## config.mk

```make
export PLATFORM = sky130hd
export DESIGN_NAME = hybrid_cache_line_flat
export DESIGN_NICKNAME = d
export VERILOG_FILES = /design/src/rtl/hybrid_cache_line_pkg.sv /design/src/rtl/hybrid_cache_line_if.sv /design/src/rtl/hybrid_cache_line_ram.sv /design/src/rtl/hybrid_cache_line.sv /design/src/flat_wrapper.sv
export SDC_FILE = /design/constraint.sdc
export NUM_CORES = 2
export LEC_CHECK = 0
export BUFFER_PORTS_ARGS = -buffer_cell sky130_fd_sc_hd__buf_2
export CORE_MARGIN = 2
export CORE_UTILIZATION = 55
export DETAILED_ROUTE_END_ITERATION = 8
export GPL_ROUTABILITY_DRIVEN = 0
export GPL_TIMING_DRIVEN = 0
export HOLD_SLACK_MARGIN = 0.08
export PLACE_DENSITY_LB_ADDON = 0.08
export REMOVE_ABC_BUFFERS = 1
export SLEW_MARGIN = 5
export SYNTH_ARGS = -nofsm -noshare
export SYNTH_HDL_FRONTEND = slang
export SYNTH_SLANG_ARGS = --single-unit
```

## constraint.sdc

```tcl
create_clock -name clk -period 3.6 [get_ports clk]
set_input_delay 0.36 -clock clk [delete_from_list [all_inputs] [get_ports clk]]
set_output_delay 0.36 -clock clk [all_outputs]
set_load 0.05 [all_outputs]
```

## src/rtl/hybrid_cache_line_pkg.sv

```systemverilog
// Shared definitions for the hybrid cache line.
//   - default widths for the line parameters
//   - write-size codes and the line FSM state encoding
//   - lane_enables(): byte-enable mask for a D-cache write of a given size
package hybrid_cache_pkg;

   localparam int DEF_ADDRBITS    = 32;
   localparam int DEF_DATABITS    = 32;
   localparam int DEF_LSBBITS     = 7;
   localparam int DEF_TTLBITS     = 8;
   localparam int DEF_WORDLENBITS = 2;

   typedef enum logic [1:0] {
      WL_BYTE     = 2'b00,
      WL_HALF     = 2'b01,
      WL_WORD     = 2'b10,
      WL_WORD_ALT = 2'b11
   } wordlen_e;

   typedef enum logic [1:0] {
      ST_IDLE  = 2'd0,
      ST_FLUSH = 2'd1,
      ST_FILL  = 2'd2
   } line_state_e;

   // Little-endian lanes: a byte picks lane addr[1:0], a half picks the
   // upper or lower pair by addr[1], anything else writes the full word.
   function automatic logic [3:0] lane_enables(input logic [1:0] wordlen,
                                               input logic [1:0] byte_off);
      logic [3:0] be;
      case (wordlen)
         WL_BYTE: be = 4'b0001 << byte_off;
         WL_HALF: be = byte_off[1] ? 4'b1100 : 4'b0011;
         default: be = 4'b1111;
      endcase
      return be;
   endfunction

endpackage

```

## src/rtl/hybrid_cache_line_if.sv

```systemverilog
// Memory-side bus of a cache line.
//   master (cache line): drives mem_addr (word address), mem_in, mem_wrreq, mem_rdreq
//   slave  (memory)    : drives mem_out, mem_out_valid
interface hybrid_cache_line_if #(
   parameter int ADDRBITS = 32,
   parameter int DATABITS = 32
);
   logic [ADDRBITS-1:0] mem_addr;
   logic [DATABITS-1:0] mem_in;
   logic [DATABITS-1:0] mem_out;
   logic                mem_out_valid;
   logic                mem_wrreq;
   logic                mem_rdreq;

   modport master (
      output mem_addr, mem_in, mem_wrreq, mem_rdreq,
      input  mem_out, mem_out_valid
   );

   modport slave (
      input  mem_addr, mem_in, mem_wrreq, mem_rdreq,
      output mem_out, mem_out_valid
   );
endinterface

```

## src/rtl/hybrid_cache_line_ram.sv

```systemverilog
// Word storage of one cache line.
//   clk, reset        : clock, synchronous active-high reset (read register only)
//   rd_addr / rd_data : registered read port, data valid the cycle after rd_addr
//   we, wr_addr,
//   wr_be, wr_data    : byte-enabled write port
module cache_line_ram #(
   parameter int DATABITS = 32,
   parameter int IDXBITS  = 5
)(
   input  logic                  clk,
   input  logic                  reset,
   input  logic [IDXBITS-1:0]    rd_addr,
   output logic [DATABITS-1:0]   rd_data,
   input  logic                  we,
   input  logic [IDXBITS-1:0]    wr_addr,
   input  logic [DATABITS/8-1:0] wr_be,
   input  logic [DATABITS-1:0]   wr_data
);
   localparam int WORDS = 1 << IDXBITS;
   localparam int LANES = DATABITS / 8;

   logic [DATABITS-1:0] mem_array [WORDS];
   logic [DATABITS-1:0] rd_data_reg;

   always_ff @(posedge clk) begin
      if (we) begin
         for (int i = 0; i < LANES; i++) begin
            if (wr_be[i]) begin
               mem_array[wr_addr][i*8 +: 8] <= wr_data[i*8 +: 8];
            end
         end
      end
   end

   // Output register is cleared on reset so the shared read bus idles at 0.
   always_ff @(posedge clk) begin
      if (reset) begin
         rd_data_reg <= '0;
      end else begin
         rd_data_reg <= mem_array[rd_addr];
      end
   end

   assign rd_data = rd_data_reg;

endmodule

```

## src/rtl/hybrid_cache_line.sv

```systemverilog
// One line of the hybrid cache: serves D-cache reads/writes and I-cache
// reads from its region, writes itself back (flush) or loads a new region
// (fill) on controller command.
//   clk, reset                 : clock, synchronous active-high reset
//   dcache_line_* / icache_*   : request ports; *_out_valid flags the owner of cache_line_out
//   cache_line_dirty/miss/ttl  : status for the controller's victim selection
//   cache_line_flush/fill      : commands, accepted while cache_line_ready
//   cache_line_pause           : stalls memory transfers
//   cache_new_region           : byte address of the region to fill
//   mem                        : memory bus (word addresses)
module hybrid_cache_line
   import hybrid_cache_pkg::*;
#(
   parameter int ADDRBITS    = DEF_ADDRBITS,
   parameter int DATABITS    = DEF_DATABITS,
   parameter int LSBBITS     = DEF_LSBBITS,
   parameter int MAXLSBVALUE = (1 << LSBBITS) - 4,
   parameter int TTLBITS     = DEF_TTLBITS,
   parameter int MAXTTL      = (1 << TTLBITS) - 1,
   parameter int WORDLENBITS = DEF_WORDLENBITS
)(
   input  logic                   clk,
   input  logic                   reset,
   input  logic [ADDRBITS-1:0]    dcache_line_rdaddr,
   input  logic                   dcache_line_rdreq,
   output logic                   dcache_line_out_valid,
   input  logic [ADDRBITS-1:0]    dcache_line_wraddr,
   input  logic [DATABITS-1:0]    dcache_line_in,
   input  logic [WORDLENBITS-1:0] dcache_line_in_wordlen,
   input  logic                   dcache_line_wrreq,
   input  logic [ADDRBITS-1:0]    icache_line_rdaddr,
   input  logic                   icache_line_rdreq,
   output logic                   icache_line_out_valid,
   output logic [DATABITS-1:0]    cache_line_out,
   output logic                   cache_line_dirty,
   output logic                   cache_line_miss,
   input  logic                   cache_line_flush,
   input  logic                   cache_line_fill,
   input  logic                   cache_line_pause,
   output logic [TTLBITS-1:0]     cache_line_ttl,
   input  logic [ADDRBITS-1:0]    cache_new_region,
   output logic                   cache_line_ready,
   hybrid_cache_line_if.master    mem
);
   localparam int TAGBITS = ADDRBITS - LSBBITS;
   localparam int IDXBITS = LSBBITS - 2;
   localparam int LANES   = DATABITS / 8;
   localparam logic [IDXBITS-1:0] LAST_IDX   = IDXBITS'(MAXLSBVALUE >> 2);
   localparam logic [TTLBITS-1:0] TTL_RELOAD = TTLBITS'(MAXTTL);

   line_state_e        state_reg, state_next;
   logic [TAGBITS-1:0] tag_reg, tag_next;
   logic [TAGBITS-1:0] fill_tag_reg, fill_tag_next;
   logic               valid_reg, valid_next;
   logic               dirty_reg, dirty_next;
   logic               fill_pending_reg, fill_pending_next;
   logic [TTLBITS-1:0] ttl_reg, ttl_next;
   logic [IDXBITS-1:0] idx_reg, idx_next;
   logic               d_valid_reg, d_valid_next;
   logic               i_valid_reg, i_valid_next;
   logic               miss_reg, miss_next;

   // RAM port controls
   logic [IDXBITS-1:0]  ram_rd_addr;
   logic [DATABITS-1:0] ram_rd_data;
   logic                ram_we;
   logic [IDXBITS-1:0]  ram_wr_addr;
   logic [LANES-1:0]    ram_be;
   logic [DATABITS-1:0] ram_wdata;

   // Memory bus drive
   logic [ADDRBITS-1:0] bus_addr;
   logic                bus_wrreq;
   logic                bus_rdreq;

   // ------------------------------------------------------------------
   // Lookups. A command cycle takes precedence over requests: requests
   // presented alongside a command are ignored and simply held by the
   // requester until the line is ready again.
   // ------------------------------------------------------------------
   logic cmd, serve;
   logic d_rd_hit, d_wr_hit, i_rd_hit, any_req, any_hit;

   assign cmd   = cache_line_flush | cache_line_fill;
   assign serve = (state_reg == ST_IDLE) && !cmd;

   assign d_rd_hit = serve && dcache_line_rdreq && valid_reg &&
                     (dcache_line_rdaddr[ADDRBITS-1:LSBBITS] == tag_reg);
   assign d_wr_hit = serve && dcache_line_wrreq && valid_reg &&
                     (dcache_line_wraddr[ADDRBITS-1:LSBBITS] == tag_reg);
   assign i_rd_hit = serve && icache_line_rdreq && valid_reg &&
                     (icache_line_rdaddr[ADDRBITS-1:LSBBITS] == tag_reg);
   assign any_req  = serve && (dcache_line_rdreq | dcache_line_wrreq | icache_line_rdreq);
   assign any_hit  = d_rd_hit | d_wr_hit | i_rd_hit;

   // ------------------------------------------------------------------
   // D write lane steering: replicate the right-aligned data onto every
   // lane it may land on; the byte enables pick the real target.
   // ------------------------------------------------------------------
   logic [LANES-1:0]    req_be;
   logic [DATABITS-1:0] req_wdata;
   logic [1:0]          req_wordlen;

   assign req_wordlen = dcache_line_in_wordlen[1:0];
   assign req_be      = lane_enables(req_wordlen, dcache_line_wraddr[1:0]);

   genvar gi;
   generate
      for (gi = 0; gi < LANES; gi++) begin : g_lane
         assign req_wdata[gi*8 +: 8] =
            (req_wordlen == WL_BYTE) ? dcache_line_in[7:0] :
            (req_wordlen == WL_HALF) ? dcache_line_in[(gi % 2)*8 +: 8] :
                                       dcache_line_in[gi*8 +: 8];
      end
   endgenerate

   // ------------------------------------------------------------------
   // Next-state / output logic
   // ------------------------------------------------------------------
   always_comb begin
      state_next        = state_reg;
      tag_next          = tag_reg;
      fill_tag_next     = fill_tag_reg;
      valid_next        = valid_reg;
      dirty_next        = dirty_reg;
      fill_pending_next = fill_pending_reg;
      ttl_next          = ttl_reg;
      idx_next          = idx_reg;
      d_valid_next      = 1'b0;
      i_valid_next      = 1'b0;
      miss_next         = 1'b0;

      ram_rd_addr = '0;
      ram_we      = 1'b0;
      ram_wr_addr = dcache_line_wraddr[LSBBITS-1:2];
      ram_be      = req_be;
      ram_wdata   = req_wdata;

      bus_addr  = '0;
      bus_wrreq = 1'b0;
      bus_rdreq = 1'b0;

      case (state_reg)
         ST_IDLE: begin
            if (any_hit) begin
               ttl_next = TTL_RELOAD;
            end else if (ttl_reg != '0) begin
               ttl_next = ttl_reg - TTLBITS'(1);
            end

            if (cmd) begin
               // Word 0 is fetched now so it is on the RAM output for the
               // first write-back cycle.
               ram_rd_addr       = '0;
               idx_next          = '0;
               fill_pending_next = cache_line_fill;
               if (cache_line_fill) begin
                  fill_tag_next = cache_new_region[ADDRBITS-1:LSBBITS];
               end
               if (dirty_reg) begin
                  state_next = ST_FLUSH;
               end else if (cache_line_fill) begin
                  state_next = ST_FILL;
                  valid_next = 1'b0;
               end
            end else begin
               // D read owns the read port when it hits, otherwise I read.
               ram_rd_addr  = d_rd_hit ? dcache_line_rdaddr[LSBBITS-1:2]
                                       : icache_line_rdaddr[LSBBITS-1:2];
               ram_we       = d_wr_hit;
               d_valid_next = d_rd_hit;
               i_valid_next = i_rd_hit && !d_rd_hit;
               miss_next    = any_req && !any_hit;
               if (d_wr_hit) begin
                  dirty_next = 1'b1;
               end
            end
         end

         ST_FLUSH: begin
            bus_addr  = {2'b00, tag_reg, idx_reg};
            bus_wrreq = !cache_line_pause;
            // RAM output must hold word idx during the cycle it is written
            // out, so prefetch the next word only when this one advances.
            ram_rd_addr = cache_line_pause ? idx_reg : idx_reg + IDXBITS'(1);
            if (!cache_line_pause) begin
               idx_next = idx_reg + IDXBITS'(1);
               if (idx_reg == LAST_IDX) begin
                  idx_next   = '0;
                  dirty_next = 1'b0;
                  if (fill_pending_reg) begin
                     state_next = ST_FILL;
                     valid_next = 1'b0;
                  end else begin
                     state_next = ST_IDLE;
                  end
               end
            end
         end

         ST_FILL: begin
            bus_addr    = {2'b00, fill_tag_reg, idx_reg};
            bus_rdreq   = !cache_line_pause;
            ram_wr_addr = idx_reg;
            ram_be      = '1;
            ram_wdata   = mem.mem_out;
            if (!cache_line_pause && mem.mem_out_valid) begin
               ram_we   = 1'b1;
               idx_next = idx_reg + IDXBITS'(1);
               if (idx_reg == LAST_IDX) begin
                  idx_next          = '0;
                  tag_next          = fill_tag_reg;
                  valid_next        = 1'b1;
                  dirty_next        = 1'b0;
                  ttl_next          = TTL_RELOAD;
                  fill_pending_next = 1'b0;
                  state_next        = ST_IDLE;
               end
            end
         end

         default: begin
            state_next = ST_IDLE;
         end
      endcase
   end

   always_ff @(posedge clk) begin
      if (reset) begin
         state_reg        <= ST_IDLE;
         tag_reg          <= '0;
         fill_tag_reg     <= '0;
         valid_reg        <= 1'b0;
         dirty_reg        <= 1'b0;
         fill_pending_reg <= 1'b0;
         ttl_reg          <= '0;
         idx_reg          <= '0;
         d_valid_reg      <= 1'b0;
         i_valid_reg      <= 1'b0;
         miss_reg         <= 1'b0;
      end else begin
         state_reg        <= state_next;
         tag_reg          <= tag_next;
         fill_tag_reg     <= fill_tag_next;
         valid_reg        <= valid_next;
         dirty_reg        <= dirty_next;
         fill_pending_reg <= fill_pending_next;
         ttl_reg          <= ttl_next;
         idx_reg          <= idx_next;
         d_valid_reg      <= d_valid_next;
         i_valid_reg      <= i_valid_next;
         miss_reg         <= miss_next;
      end
   end

   cache_line_ram #(
      .DATABITS (DATABITS),
      .IDXBITS  (IDXBITS)
   ) u_ram (
      .clk     (clk),
      .reset   (reset),
      .rd_addr (ram_rd_addr),
      .rd_data (ram_rd_data),
      .we      (ram_we),
      .wr_addr (ram_wr_addr),
      .wr_be   (ram_be),
      .wr_data (ram_wdata)
   );

   assign dcache_line_out_valid = d_valid_reg;
   assign icache_line_out_valid = i_valid_reg;
   assign cache_line_out        = ram_rd_data;
   assign cache_line_dirty      = dirty_reg;
   assign cache_line_miss       = miss_reg;
   assign cache_line_ttl        = ttl_reg;
   assign cache_line_ready      = (state_reg == ST_IDLE);

   assign mem.mem_addr  = bus_addr;
   assign mem.mem_in    = ram_rd_data;
   assign mem.mem_wrreq = bus_wrreq;
   assign mem.mem_rdreq = bus_rdreq;

   // Byte-offset bits of read addresses and the region offset carry no
   // information for this line.
   logic unused_addr_bits;
   assign unused_addr_bits = ^{dcache_line_rdaddr[1:0], icache_line_rdaddr[1:0],
                               cache_new_region[LSBBITS-1:0]};

endmodule

```

## src/flat_wrapper.sv

```systemverilog
// flat-port wrapper written by rule: the top's interface ports become plain ports
module hybrid_cache_line_flat import hybrid_cache_pkg::*;
#(
   parameter int ADDRBITS    = DEF_ADDRBITS,
   parameter int DATABITS    = DEF_DATABITS,
   parameter int LSBBITS     = DEF_LSBBITS,
   parameter int MAXLSBVALUE = (1 << LSBBITS) - 4,
   parameter int TTLBITS     = DEF_TTLBITS,
   parameter int MAXTTL      = (1 << TTLBITS) - 1,
   parameter int WORDLENBITS = DEF_WORDLENBITS
)
  (clk, reset, dcache_line_rdaddr, dcache_line_rdreq, dcache_line_out_valid, dcache_line_wraddr, dcache_line_in, dcache_line_in_wordlen, dcache_line_wrreq, icache_line_rdaddr, icache_line_rdreq, icache_line_out_valid, cache_line_out, cache_line_dirty, cache_line_miss, cache_line_flush, cache_line_fill, cache_line_pause, cache_line_ttl, cache_new_region, cache_line_ready, mem_mem_addr, mem_mem_in, mem_mem_wrreq, mem_mem_rdreq, mem_mem_out, mem_mem_out_valid);
  hybrid_cache_line_if #(.ADDRBITS(ADDRBITS), .DATABITS(DATABITS)) mem_i ();
  input  logic clk;
  input  logic reset;
  input  logic [ADDRBITS-1:0] dcache_line_rdaddr;
  input  logic dcache_line_rdreq;
  output logic dcache_line_out_valid;
  input  logic [ADDRBITS-1:0] dcache_line_wraddr;
  input  logic [DATABITS-1:0] dcache_line_in;
  input  logic [WORDLENBITS-1:0] dcache_line_in_wordlen;
  input  logic dcache_line_wrreq;
  input  logic [ADDRBITS-1:0] icache_line_rdaddr;
  input  logic icache_line_rdreq;
  output logic icache_line_out_valid;
  output logic [DATABITS-1:0] cache_line_out;
  output logic cache_line_dirty;
  output logic cache_line_miss;
  input  logic cache_line_flush;
  input  logic cache_line_fill;
  input  logic cache_line_pause;
  output logic [TTLBITS-1:0] cache_line_ttl;
  input  logic [ADDRBITS-1:0] cache_new_region;
  output logic cache_line_ready;
  output wire logic [$bits(mem_i.mem_addr)-1:0] mem_mem_addr;
  output wire logic [$bits(mem_i.mem_in)-1:0] mem_mem_in;
  output wire logic [$bits(mem_i.mem_wrreq)-1:0] mem_mem_wrreq;
  output wire logic [$bits(mem_i.mem_rdreq)-1:0] mem_mem_rdreq;
  input wire logic [$bits(mem_i.mem_out)-1:0] mem_mem_out;
  input wire logic [$bits(mem_i.mem_out_valid)-1:0] mem_mem_out_valid;
  assign mem_mem_addr = mem_i.mem_addr;
  assign mem_mem_in = mem_i.mem_in;
  assign mem_mem_wrreq = mem_i.mem_wrreq;
  assign mem_mem_rdreq = mem_i.mem_rdreq;
  assign mem_i.mem_out = mem_mem_out;
  assign mem_i.mem_out_valid = mem_mem_out_valid;
  hybrid_cache_line #(.ADDRBITS(ADDRBITS), .DATABITS(DATABITS), .LSBBITS(LSBBITS), .MAXLSBVALUE(MAXLSBVALUE), .TTLBITS(TTLBITS), .MAXTTL(MAXTTL), .WORDLENBITS(WORDLENBITS)) u_core (.clk(clk), .reset(reset), .dcache_line_rdaddr(dcache_line_rdaddr), .dcache_line_rdreq(dcache_line_rdreq), .dcache_line_out_valid(dcache_line_out_valid), .dcache_line_wraddr(dcache_line_wraddr), .dcache_line_in(dcache_line_in), .dcache_line_in_wordlen(dcache_line_in_wordlen), .dcache_line_wrreq(dcache_line_wrreq), .icache_line_rdaddr(icache_line_rdaddr), .icache_line_rdreq(icache_line_rdreq), .icache_line_out_valid(icache_line_out_valid), .cache_line_out(cache_line_out), .cache_line_dirty(cache_line_dirty), .cache_line_miss(cache_line_miss), .cache_line_flush(cache_line_flush), .cache_line_fill(cache_line_fill), .cache_line_pause(cache_line_pause), .cache_line_ttl(cache_line_ttl), .cache_new_region(cache_new_region), .cache_line_ready(cache_line_ready), .mem(mem_i));
endmodule
```

==> reports/metrics.json <==
{
  "tightestPinTransition": {"value": 1190, "unit": "ps"},
  "port_buffers": {"value": 300},
  "outcome": {"value": "finished with violations"},
  "final.period_utilization": {"value": 108, "unit": "%"},
  "start_kind": {"value": "register"},
  "floorplan.rows": {"value": 107},
  "class_of_the_worst_hold_path": {"value": "input pin to register"},
  "layout_setup_ws": {"value": -305, "unit": "ps"},
  "min_delay_worst_endpoint": {"value": "u_core.fill_pending_reg$_SDFFE_PP0P_"},
  "timing.critical_path.from": {"value": "u_core.state_reg[1]$_SDFFE_PP0P_"},
  "synthDominantCellAreaShare": {"value": 65.1, "unit": "%"},
  "comb_power_share": {"value": 32.0, "unit": "%"},
  "min_from": {"value": "cache_line_fill"},
  "post-layout-total-power": {"value": 40900, "unit": "uW"},
  "finalSetupTns": {"value": -20290, "unit": "ps"},
  "grt_antenna_before_repair": {"value": 4},
  "final_setup_violating_endpoints": {"value": 275},
  "via_count": {"value": 34794},
  "p_int": {"value": 27000, "unit": "uW"},
  "clk_latency": {"value": 700, "unit": "ps"},
  "irDropWorstVdd": {"value": 605, "unit": "uV"},
  "synth.cell_area": {"value": 47200, "unit": "sq um"},
  "hpwlAfterDp": {"value": 81400, "unit": "um"},
  "postPlaceCellArea": {"value": 50800, "unit": "sq um"},
  "power.switching": {"value": 13900, "unit": "uW"},
  "async_reset_ff_share": {"value": 0, "unit": "%"},
  "synthCells": {"value": 3818},
  "violations_in_the_final_reports": {"value": "negative setup slack"},
  "globalRouteOverflowTotal": {"value": 0},
  "routed_via_density": {"value": 6.32},
  "max_cap_viol_count": {"value": 0},
  "cts-buffers-inserted": {"value": 112},
  "p_clk_share": {"value": 28.5, "unit": "%"},
  "part_of_the_yosys_area_used_for_sequential_elements": {"value": 69.5, "unit": "%"},
  "synth_area_leader_cell": {"value": "sky130_fd_sc_hd__edfxtp_1"},
  "drt_first_pass_iters": {"value": 7},
  "syn-mean-instance-area": {"value": 12.4, "unit": "sq um"},
  "cts.htree.levels": {"value": 3},
  "largest_reg_flops": {"value": 1024},
  "cts_tree": {"value": "built"},
  "detailedRoute.firstIterationViolations": {"value": 4321},
  "reg2reg_from": {"value": "u_core.state_reg[1]$_SDFFE_PP0P_"},
  "final-seq-area": {"value": 32800, "unit": "sq um"},
  "cts_max_path_buffers": {"value": 3},
  "timing.hold.worst_path_depth": {"value": 5},
  "skew": {"value": 29.5, "unit": "ps"},
  "slew_headroom": {"value": 20.2, "unit": "%"},
  "timing_hold_violations_final": {"value": 0},
  "path_clk_slew": {"value": 60, "unit": "ps"},
  "multi_input_comb_area": {"value": 16300, "unit": "sq um"},
  "routed_wire_length_per_instance": {"value": 27.5, "unit": "um"},
  "nFillCells": {"value": 5563},
  "ys.warnings.count": {"value": 0},
  "cts.sinks": {"value": 1127},
  "cts_root_buffer": {"value": "sky130_fd_sc_hd__clkbuf_16"},
  "clock.fmax": {"value": 256, "unit": "MHz"},
  "fin_util": {"value": 72.1, "unit": "%"},
  "criticalPathCategory": {"value": "register to register"},
  "regToRegSetupSlack": {"value": -310, "unit": "ps"},
  "postRouteWirelength": {"value": 152000, "unit": "um"},
  "worst_ep_required_time": {"value": 4110, "unit": "ps"},
  "die-area": {"value": 88300, "unit": "sq um"},
  "grt_first_pass_wirelength": {"value": 213000, "unit": "um"},
  "io_pins": {"value": 314},
  "r2r.worst_path.cells": {"value": 19},
  "most_used_standard_cells_in_the_synthesized_netlist": {"value": "sky130_fd_sc_hd__edfxtp_1, sky130_fd_sc_hd__nand2_1, sky130_fd_sc_hd__a21oi_1"},
  "switching_share": {"value": 34.1, "unit": "%"},
  "synthMostInstantiatedCell": {"value": "sky130_fd_sc_hd__edfxtp_1"},
  "drtAntennaViolNets": {"value": 0},
  "number_of_global_route_vias_before_repair": {"value": 32623},
  "yosys-top-cells-area": {"value": "sky130_fd_sc_hd__edfxtp_1, sky130_fd_sc_hd__nand2_1, sky130_fd_sc_hd__dfxtp_1"},
  "powerDensity": {"value": 667, "unit": "nW/um^2"},
  "path_max_fanout": {"value": 6},
  "drc": {"value": 0},
  "global_router_s_overall_resource_usage": {"value": 32.5, "unit": "%"},
  "fin_nets": {"value": 4476},
  "grt_start_max_net_pins": {"value": 74},
  "yosys_most_used_dff": {"value": "sky130_fd_sc_hd__edfxtp_1"},
  "rsz0062_at_grt": {"value": "true"},
  "area_of_the_core": {"value": 85100, "unit": "sq um"},
  "growth_of_design_area_from_synthesis_to_finish": {"value": 30.0, "unit": "%"},
  "ffs_latches_synth": {"value": 1127},
  "synth_cell_type_count": {"value": 63},
  "category_of_the_worst_setup_path_capture_point": {"value": "register"},
  "final_area": {"value": 61400, "unit": "sq um"},
  "cp.arrival": {"value": 4420, "unit": "ps"},
  "leakage": {"value": 0.0215, "unit": "uW"},
  "die-height": {"value": 297, "unit": "um"},
  "floorplan.initialDensity": {"value": 55.5, "unit": "%"},
  "drive_above_1_share": {"value": 31.5, "unit": "%"},
  "die_width": {"value": 297, "unit": "um"},
  "finalMaxSlewViolations": {"value": 0},
  "timing.final.crit_period": {"value": 3910, "unit": "ps"},
  "regToRegEndpoint": {"value": "u_core.u_ram.rd_data[28]$_SDFF_PP0_"},
  "number_of_enable_flip_flop_cells_after_synthesis": {"value": 1024},
  "seq_power_share": {"value": 39.4, "unit": "%"}
}
## area by class of cell
type / count / share of cell area [%]
inverter: 18 / 0.118
clock inverter: 67 / 1.08
sequential: 1127 / 53.5
timing repair buffer: 658 / 11.5
clock buffer: 143 / 4.87
multi-input combinational: 2349 / 26.6
tap: 1144 / 2.33
antenna: 2 / 0.00815
## worst max-delay path, cell delays in order, from the launching register on
cell and delay [ps]:
sky130_fd_sc_hd__dfxtp_4 340, sky130_fd_sc_hd__buf_6 120, sky130_fd_sc_hd__inv_4 50, sky130_fd_sc_hd__ha_4 130, sky130_fd_sc_hd__and4bb_4 250, sky130_fd_sc_hd__buf_6 100, sky130_fd_sc_hd__and3_4 170, sky130_fd_sc_hd__and4_4 270
sky130_fd_sc_hd__nand3_4 80, sky130_fd_sc_hd__a311o_2 460, sky130_fd_sc_hd__clkbuf_16 180, sky130_fd_sc_hd__buf_16 140, sky130_fd_sc_hd__buf_16 140, sky130_fd_sc_hd__buf_12 150, sky130_fd_sc_hd__buf_16 150, sky130_fd_sc_hd__nor3_4 130
sky130_fd_sc_hd__nor3_2 80, sky130_fd_sc_hd__a32o_2 260, sky130_fd_sc_hd__a311oi_4 360, sky130_fd_sc_hd__o22ai_2 160
## cells by family (layout without fill, tap and decap cells)
family / after synthesis / after routing / synth area share, %
mux: 39 / 39 / 0.858
other cells: 1 / 4 / 0.00794
compound gates: 780 / 783 / 10.5
buf+inv: 357 / 886 / 3.70
simple gates: 1431 / 1442 / 13.9
flops: 1127 / 1127 / 69.5
xor+xnor: 76 / 76 / 1.41
fa+ha+maj: 7 / 7 / 0.185
## layout by cell type, fill, tap and decap left out, drive strengths merged, types with 15 or more instances in the layout
cell and instances:
a21o 64, a21oi 403, a22oi 27, a311oi 71, a32o 65, buf 603, bufbuf 15, clkbuf 156
clkinv 50, dfxtp 103, dlygate4sd3 27, edfxtp 1024, inv 23, mux2i 27, nand2 808, nand3 77
nor2 85, nor3 388, nor4 17, o21ai 33, o22ai 96, xnor2 26, xor2 50
## repair_timing
action                                  in CTS  in global routing
cloned                                      57                 16
pin swaps                                  151                155
hold buffers                                27                  0
hold endpoints to repair                    26                  0
setup buffers                              142                 47
gates resized for setup                    423                274
endpoints found under the setup margin    1059                600
## layer usage
| metal | track usage [%] | routed length [um] | vias to the layer above |
|---|---|---|---|
| li1 | - | - | 15148 |
| met1 | 45.6 | 57100 | 17053 |
| met2 | 50.8 | 70900 | 2251 |
| met3 | 6.41 | 17800 | 338 |
| met4 | 11.6 | 5870 | 4 |
| met5 | 0 | 23 | - |
## power by group through the flow
stage	clock network (uW)	registers (uW)	logic, uW
detailed placement	0	16400	9680
finish	11700	16100	13100
floorplan	0	17300	5020
global placement	0	16700	8520
global route	12200	16200	13600
CTS	11700	16100	12000
## worst max path at each step
stage | endpoint | cells past startpoint
finish | u_core.u_ram.rd_data[28]$_SDFF_PP0_ | 19
floorplan | u_core.u_ram.rd_data[12]$_SDFF_PP0_ | 10
CTS | u_core.u_ram.mem_array[2][3]$_DFFE_PP_ | 6
global placement | u_core.u_ram.rd_data[24]$_SDFF_PP0_ | 10
global route | u_core.u_ram.rd_data[28]$_SDFF_PP0_ | 19
detailed placement | u_core.u_ram.rd_data[17]$_SDFF_PP0_ | 14
## per-stage QoR
stage | setup slack (ps) | std cells | hold WS (ps)
finish | -305 | 5508 | 194
global route | -349 | 5506 | 158
CTS | -495 | 5451 | 147
detailed placement | -1730 | 5017 | 460
global placement | -43970 | 4924 | 453
floorplan | -20900 | 3480 | 429
Power figures use the tool's default switching activity.
